**src/rtl/cpu_pkg.sv**
```systemverilog
// Constants shared by the MEM/WB pipeline buffer and the write-back register file.
package cpu_pkg;
  localparam int DATA_W = 32;
  localparam int ADDR_W = 5;
  localparam logic [4:0] REG_ZERO = 5'd0;
  // MuxD polarity of wb_mem_to_reg; the MEM/WB buffer drives it with the same encoding.
  localparam logic WB_SEL_ALU = 1'b0;
  localparam logic WB_SEL_MEM = 1'b1;
endpackage

```
**src/rtl/regfile_bypass_rd.sv**
```systemverilog
// One asynchronous register-file read port.
// Priority: r0 reads zero, then same-cycle write-back bypass, then the array.
module regfile_bypass_rd #(
  parameter int DATA_W   = cpu_pkg::DATA_W,
  parameter int ADDR_W   = cpu_pkg::ADDR_W,
  parameter int NUM_REGS = 2 ** ADDR_W
) (
  input  logic [ADDR_W-1:0] addr,
  input  logic              wbWe,
  input  logic [ADDR_W-1:0] wbRd,
  input  logic [DATA_W-1:0] wbValue,
  input  logic [DATA_W-1:0] regs [NUM_REGS],
  output logic [DATA_W-1:0] rdData
);
  import cpu_pkg::*;

  always_comb begin
    rdData = regs[addr];
    if (addr == ADDR_W'(REG_ZERO)) begin
      rdData = '0;
    end else if (wbWe && (addr == wbRd)) begin
      rdData = wbValue;
    end
  end
endmodule

```
**src/rtl/wb_regfile.sv**
```systemverilog
// Write-back stage: selects the MEM/WB result, commits it to the 32x32 register
// file, serves two bypassed decode read ports and counts retired instructions.
module wb_regfile #(
  parameter int DATA_W   = cpu_pkg::DATA_W,
  parameter int ADDR_W   = cpu_pkg::ADDR_W,
  parameter int NUM_REGS = 2 ** ADDR_W,
  parameter int CNT_W    = 32
) (
  input  logic              clk,
  input  logic              rst_n,
  input  logic              wb_valid,
  input  logic              wb_reg_write,
  input  logic              wb_mem_to_reg,
  input  logic [ADDR_W-1:0] wb_rd,
  input  logic [DATA_W-1:0] wb_mem_data,
  input  logic [DATA_W-1:0] wb_alu_res,
  input  logic [ADDR_W-1:0] rs_addr,
  input  logic [ADDR_W-1:0] rt_addr,
  output logic [DATA_W-1:0] rs_data,
  output logic [DATA_W-1:0] rt_data,
  output logic [DATA_W-1:0] wb_value,
  output logic              wb_we,
  output logic [CNT_W-1:0]  retired_count
);
  import cpu_pkg::*;

  logic [DATA_W-1:0] regs [NUM_REGS];
  logic [CNT_W-1:0]  retiredCnt;

  assign wb_value = (wb_mem_to_reg == WB_SEL_MEM) ? wb_mem_data : wb_alu_res;
  // Gating with rst_n keeps a reset-cycle write from bypassing onto the read ports.
  assign wb_we    = rst_n & wb_valid & wb_reg_write & (wb_rd != ADDR_W'(REG_ZERO));

  always_ff @(posedge clk) begin
    if (!rst_n) begin
      for (int i = 0; i < NUM_REGS; i++) begin
        regs[i] <= '0;
      end
    end else if (wb_we) begin
      regs[wb_rd] <= wb_value;
    end
  end

  // Bubbles do not retire; stores and branches do, whatever wb_reg_write says.
  always_ff @(posedge clk) begin
    if (!rst_n) begin
      retiredCnt <= '0;
    end else if (wb_valid) begin
      retiredCnt <= retiredCnt + 1'b1;
    end
  end

  assign retired_count = retiredCnt;

  regfile_bypass_rd #(
    .DATA_W(DATA_W), .ADDR_W(ADDR_W), .NUM_REGS(NUM_REGS)
  ) uRsPort (
    .addr(rs_addr), .wbWe(wb_we), .wbRd(wb_rd), .wbValue(wb_value),
    .regs(regs), .rdData(rs_data)
  );

  regfile_bypass_rd #(
    .DATA_W(DATA_W), .ADDR_W(ADDR_W), .NUM_REGS(NUM_REGS)
  ) uRtPort (
    .addr(rt_addr), .wbWe(wb_we), .wbRd(wb_rd), .wbValue(wb_value),
    .regs(regs), .rdData(rt_data)
  );
endmodule

```
**config.mk**
```make
export PLATFORM = sky130hd
export DESIGN_NAME = wb_regfile
export DESIGN_NICKNAME = d
export VERILOG_FILES = /design/src/rtl/cpu_pkg.sv /design/src/rtl/regfile_bypass_rd.sv /design/src/rtl/wb_regfile.sv
export SDC_FILE = /design/constraint.sdc
export NUM_CORES = 2
export LEC_CHECK = 0
export ABC_CLOCK_PERIOD_IN_PS = 2510
export BUFFER_PORTS_ARGS = -buffer_cell sky130_fd_sc_hd__buf_2
export CAP_MARGIN = 20
export CELL_PAD_IN_SITES_DETAIL_PLACEMENT = 1
export CELL_PAD_IN_SITES_GLOBAL_PLACEMENT = 2
export CORE_MARGIN = 2
export CORE_UTILIZATION = 38
export DETAILED_ROUTE_END_ITERATION = 7
export HOLD_SLACK_MARGIN = 0.03
export PLACE_DENSITY = 0.8
export SKIP_LAST_GASP = 1
export SYNTH_ARGS = -nofsm -noshare
export SYNTH_HDL_FRONTEND = slang
export SYNTH_SLANG_ARGS = --single-unit
```
**constraint.sdc**
```tcl
create_clock -name clk -period 2.51 [get_ports clk]
set_input_delay 0.3765 -clock clk [delete_from_list [all_inputs] [get_ports clk]]
set_output_delay 0.3765 -clock clk [all_outputs]
set_load 0.1 [all_outputs]
```
Yosys cells after proc, flatten, opt, wreduce, memory -nomap -nowiden

Cells that the tools add are included.

Bits in registers: 1056
Latch bits: 0
Bits in writable memories: 0
ROM bits: 0
Input port bits: 84
Output and inout bits: 129
Logic and storage cells: 66
Memories kept: 0

$add $sub $neg: 1
$mul: 0
Div/mod/pow operators: 0
Magnitude comparators: 4
Equal/unequal tests: 2
Shift-type cells: 0
Muxes and demuxes: 14
Bitwise gates (word level): 6
Reduce and logical (&&, ||, !) cells: 6

Operators with widths:

| kind                    | number |
|---|---|
| $bwmux W1024            | 1 |
| $bmux W32 S5            | 2 |
| $mux W32                | 10 |
| $demux W32 S5           | 1 |
| $add A32 B1 Y32 const B | 1 |
| $ge A6 B6 Y1 const B    | 3 |
| $not A5 Y6              | 3 |
| $eq A5 B5 Y1            | 2 |
| $logic_not A5 Y1        | 2 |
| $lt A6 B1 Y1 const B    | 1 |
| $reduce_bool A5 Y1      | 1 |
| $and A1 B1 Y1           | 3 |
| $logic_and A1 B1 Y1     | 3 |

Logic depth before layout (Yosys ltp)

Word-level depth: 6
Mapped depth: 11
Gate-level depth less buffers: 6

Modules after synthesis

A second synthesis with hierarchy kept.

Cell total of the unflattened synthesis: 5448
Area total of the unflattened synthesis: 54578.6 um2

Modules (own cells, without submodules):

| module            | times used | cells an instance | area each (um2) | seq. area each (um2) |
|---|---|---|---|---|
| wb_regfile        | 1          | 3744              | 36398.7         | 21140.3 |
| regfile_bypass_rd | 2          | 852               | 9090.0          | 0.0 |

Worst setup path before layout

Ideal clock, no wire load.

Path type: input port to output port
Start point: in wb_rd[0]
End point: out rt_data[10]
Arrival time: 4.052 ns
Required time: 2.134 ns
Slack: -1.919 ns
Cell stages on the path: 8
Buffers on the path: 4
Path through: clkbuf_1 -> or2_1 -> buf_2 -> o41ai_4 -> nor3_1 -> buf_2 -> clkbuf_1 -> a211oi_1

Longest elaborated chain between the ends: 5
Elaborated cells between the ends (all ways): 6
Those cells by class: 1 x eq/ne; 2 x mux; 1 x bitwise; 2 x reduce/logical

RTL lines:

| element                 | line                    | RTL |
|---|---|---|
| from (decl)             | wb_regfile.sv:14        | `input logic [ADDR_W-1:0] wb_rd,` |
| $reduce_bool A5 Y1      | wb_regfile.sv:32        | `assign wb_we = rst_n & wb_valid & wb_reg_write & (wb_rd != ADDR_W'(REG_ZERO));` |
| $and A1 B1 Y1           | wb_regfile.sv:32        |  |
| $logic_and A1 B1 Y1 (*) | regfile_bypass_rd.sv:21 | `end else if (wbWe && (addr == wbRd)) begin` |
| $mux W32 (*)            | regfile_bypass_rd.sv:21 |  |
| $mux W32 (*)            | regfile_bypass_rd.sv:19 | `if (addr == ADDR_W'(REG_ZERO)) begin` |
| to (decl)               | wb_regfile.sv:20        | `output logic [DATA_W-1:0] rt_data,` |

Mark *: on every way between the ends. The rest lies on a longest branch, timed or not.

Final worst setup path

Start point: reg regs[294] (netlist bit)
End point: out rt_data[6]

Longest elaborated chain between the ends: 5

RTL lines:

| element                                     | line                    | RTL |
|---|---|---|
| from (decl)                                 | wb_regfile.sv:27        | `logic [DATA_W-1:0] regs [NUM_REGS];` |
| from (signal, indexed assignment)           | wb_regfile.sv:40        | `regs[wb_rd] <= wb_value;` |
| $bmux W32 S5                                | regfile_bypass_rd.sv:18 | `rdData = regs[addr];` |
| $mux W32 (implied by the code) (2 in a row) | regfile_bypass_rd.sv:18 |  |
| $mux W32                                    | regfile_bypass_rd.sv:21 |  |
| $mux W32                                    | regfile_bypass_rd.sv:19 |  |

No other way between the ends. The select of a mux whose other input is x is not followed.

==> results.tsv <==
metric	value	unit
yosysTopAreaCell	dfxtp_1	
drv_cap	0	
hold_path.class	in2reg	
synth_top_area_frac	0.397	
ys_ff_latch	1056	
wl_met1	93.0	mm
postSynthCellCount	5054	
htree_levels	3	
cts_buffers	118	
arrival	2920	ps
synth_edf_count	0	
holdBufCountCts	0	
relSlewSlack	0.364	
via_per_inst	6.33	
gp_congestion	0.901	
synthesis.area	53300	sq um
cp-start-kind	register	
r2r.worst_path.cells	5	
synth_nets	5139	
dieArea	143000	sq um
whs_path_depth	4	
overflow	0	
ys_seq_area_frac	0.397	
final_util	0.509	
end_kind	primary output	
drt-total-wl	232	mm
finalCritPeriodShare	1.31	
first_global_vias	49678	
rsz0062_at_grt	yes	
dp_hpwl	158	mm
post-route-min-period	3300	ps
dr_wl_met3	17.7	mm
ys.warnings.count	0	
status	complete, but fails checks	
synthDistinctLibCells	57	
drive_above_1_share	0.392	
cts-root-buf	clkbuf_16	
synthArstFlopShare	0	
place.port_buffers	212	
cts_buffer_depth	3	
leakagePower	24.0	nW
setup_ws	-785	ps
dr_total_vias	47727	
wl_met2	108	mm
core	139000	sq um
first_pass_iters	6	
tightest_slew	954	ps
crit_fanout	3	
fin_worst_skew	26.4	ps
fillers	14453	
cts_tree	done	
die_w	378	um
route.top_layer_used	met5	
avgSynthCellArea	10.5	sq um
initial_core_util	0.382	
slew_violations	0	
track_usage	0.319	
wl_per_cell	30.8	um
io_pins	213	
path_clk_slew	60	ps
final_nets	5653	
antenna_found_initial	8	
regArea	21300	sq um
finalSetupViolCount	64	
first_iter_violations	4603	
rows	137	
ir_drop	0.600	mV
hold_viol	0	
synth_area_leaders	dfxtp_1, mux4_2, a211oi_1	
crit_required	2130	ps
grt_max_degree	194	
postRouteAntennaNets	0	
fmax	303	MHz
power.density	571	nW/um^2
violations	setup timing	
setup_tns	-36190	ps
multiInputGateArea	31800	sq um
synth_flop_cell	dfxtp_1	
clk_latency	790	ps
grt_pass1_wl	339	mm
drc	0	
cts.sinks	1056	
critPathKind	reg2out	
die_y	378	um
syn2layout_area_growth	33.3	%
[worst max-delay path, stage by stage, from the launching register on]
cell and delay, ps:
dfxtp_2 340, mux4_2 470, mux4_2 490, nor2b_4 150
a211oi_4 270, buf_4 190, a211oi_4 50, buf_12 180
[kinds of logic after synthesis]
logic type               after synthesis  synth area share
AO/OA/AOI/OAI                       1232             0.173
XOR/XNOR                              36           0.00592
adder cells (fa/ha/maj)                1          0.000235
buffers and inverters                656            0.0544
flip-flops                          1056             0.397
multiplexers                         785             0.270
AND/OR/NAND/NOR                     1288             0.100
[layout by cell type, fill, tap and decap left out, types with 11 or more instances in the layout]
cell type and instances:
nand2_1 25, a221oi_1 19, nor2b_4 15, nor2b_1 11, dfxtp_1 893, clkbuf_16 124, buf_6 32, clkbuf_8 32
buf_4 539, a211oi_2 17, nor2_4 31, buf_12 283, a21oi_1 13, a211oi_4 68, nor2_1 1010, xnor2_1 28
inv_1 39, nor3_1 11, dfxtp_2 163, clkbuf_1 19, mux2_2 21, o22ai_1 17, nand3_1 42, clkinv_2 24
and2_4 17, mux4_2 519, a211oi_1 960, a21oi_2 11, and2_1 33, bufinv_16 11, buf_2 131, o21ai_0 39
mux2i_4 38, mux2i_1 198
[power breakdown]
| part | total, W | leakage [nW] | internal (W) | switching, W |
|---|---|---|---|---|
| clock network | 0.0186 | 2.04 | 0.0108 | 0.00776 |
| logic | 0.00512 | 13.4 | 0.00188 | 0.00325 |
| registers | 0.0169 | 8.59 | 0.0168 | 0.0000582 |
| total | 0.0406 | 24.0 | 0.0295 | 0.0111 |
[cell usage after synthesis, types with 2 or more instances]
master    number
clkbuf_1     458
inv_1         44
buf_1         21
buf_4         34
a221o_1       12
or2_2          3
and4_1         5
o22ai_1       28
o21bai_1       2
o311ai_1       4
a211oi_2      18
or3_1          9
nand4_1        5
buf_6         30
and3_1         6
nand3_1       52
xor2_1         7
o211ai_1       2
o221ai_1       7
dfxtp_1     1056
nor3b_1        7
o21ai_0       47
a31oi_1        2
mux2i_1      244
a21o_1         3
xnor2_1       29
nor4_4         2
nor2b_1       27
o21ai_1       10
mux4_2       519
nor4_1         9
o21a_1         4
buf_2         66
mux2_2        22
a21oi_1       27
nor3_1        16
nor2_1      1050
a211oi_1    1027
or2_1          4
nand2b_1       7
and2_1        50
a221oi_1      27
a22oi_1        5
inv_2          2
nand2_1       33
[what timing repair did]
action / in CTS / in global routing
setup endpoints to repair: 64 / 64
setup buffers: 65 / 20
resized for setup: 340 / 69
pin swaps: 116 / 36
gates cloned: 2 / 4
[per-stage QoR]
| stage | worst slack (ps) | hold WS, ps | area (sq um) | std cells | total power (W) |
|---|---|---|---|---|---|
| final | -785 | 114 | 71000 | 7543 | 0.0406 |
| after global routing | -859 | 112 | 71000 | 7540 | 0.0415 |
| after global placement | -749 | 443 | 64700 | 7245 | 0.0220 |
| after detailed placement | -755 | 452 | 64700 | 7245 | 0.0221 |
| after floorplan | -923 | 429 | 54900 | 5054 | 0.0200 |
| after CTS | -810 | 64.1 | 70400 | 7515 | 0.0406 |
[sequential cells by signal (all words and copies together) (netlist names)]
name / cells
regs: 1024
retired_count: 32
[final cells by class]
cell class                      instances  share of cell area
Timing Repair Buffer                 1003               0.158
Multi-Input combinational cell       3342               0.447
Clock inverter                         45             0.00887
Tap cell                             1876              0.0331
Antenna cell                            4            0.000141
Sequential cell                      1056               0.301
Clock buffer                          170              0.0492
Inverter                               47             0.00282
[metal layers]
metal,vias to the layer above,track usage
li1,20204,-
met5,-,0
met1,24775,0.411
met3,609,0.0605
met4,4,0.169
met2,2135,0.507
[final timing paths]
kind | endpoint | slack, ps | from
setup / recovery | rt_data[6] | -790 | regs[294]
setup reg to reg | retired_count[31] | 490 | retired_count[17]
hold reg to reg | retired_count[31] | 490 | retired_count[31]
hold / removal | retired_count[0] | 110 | wb_valid
Note: power is estimated with default switching activity, not from simulation.
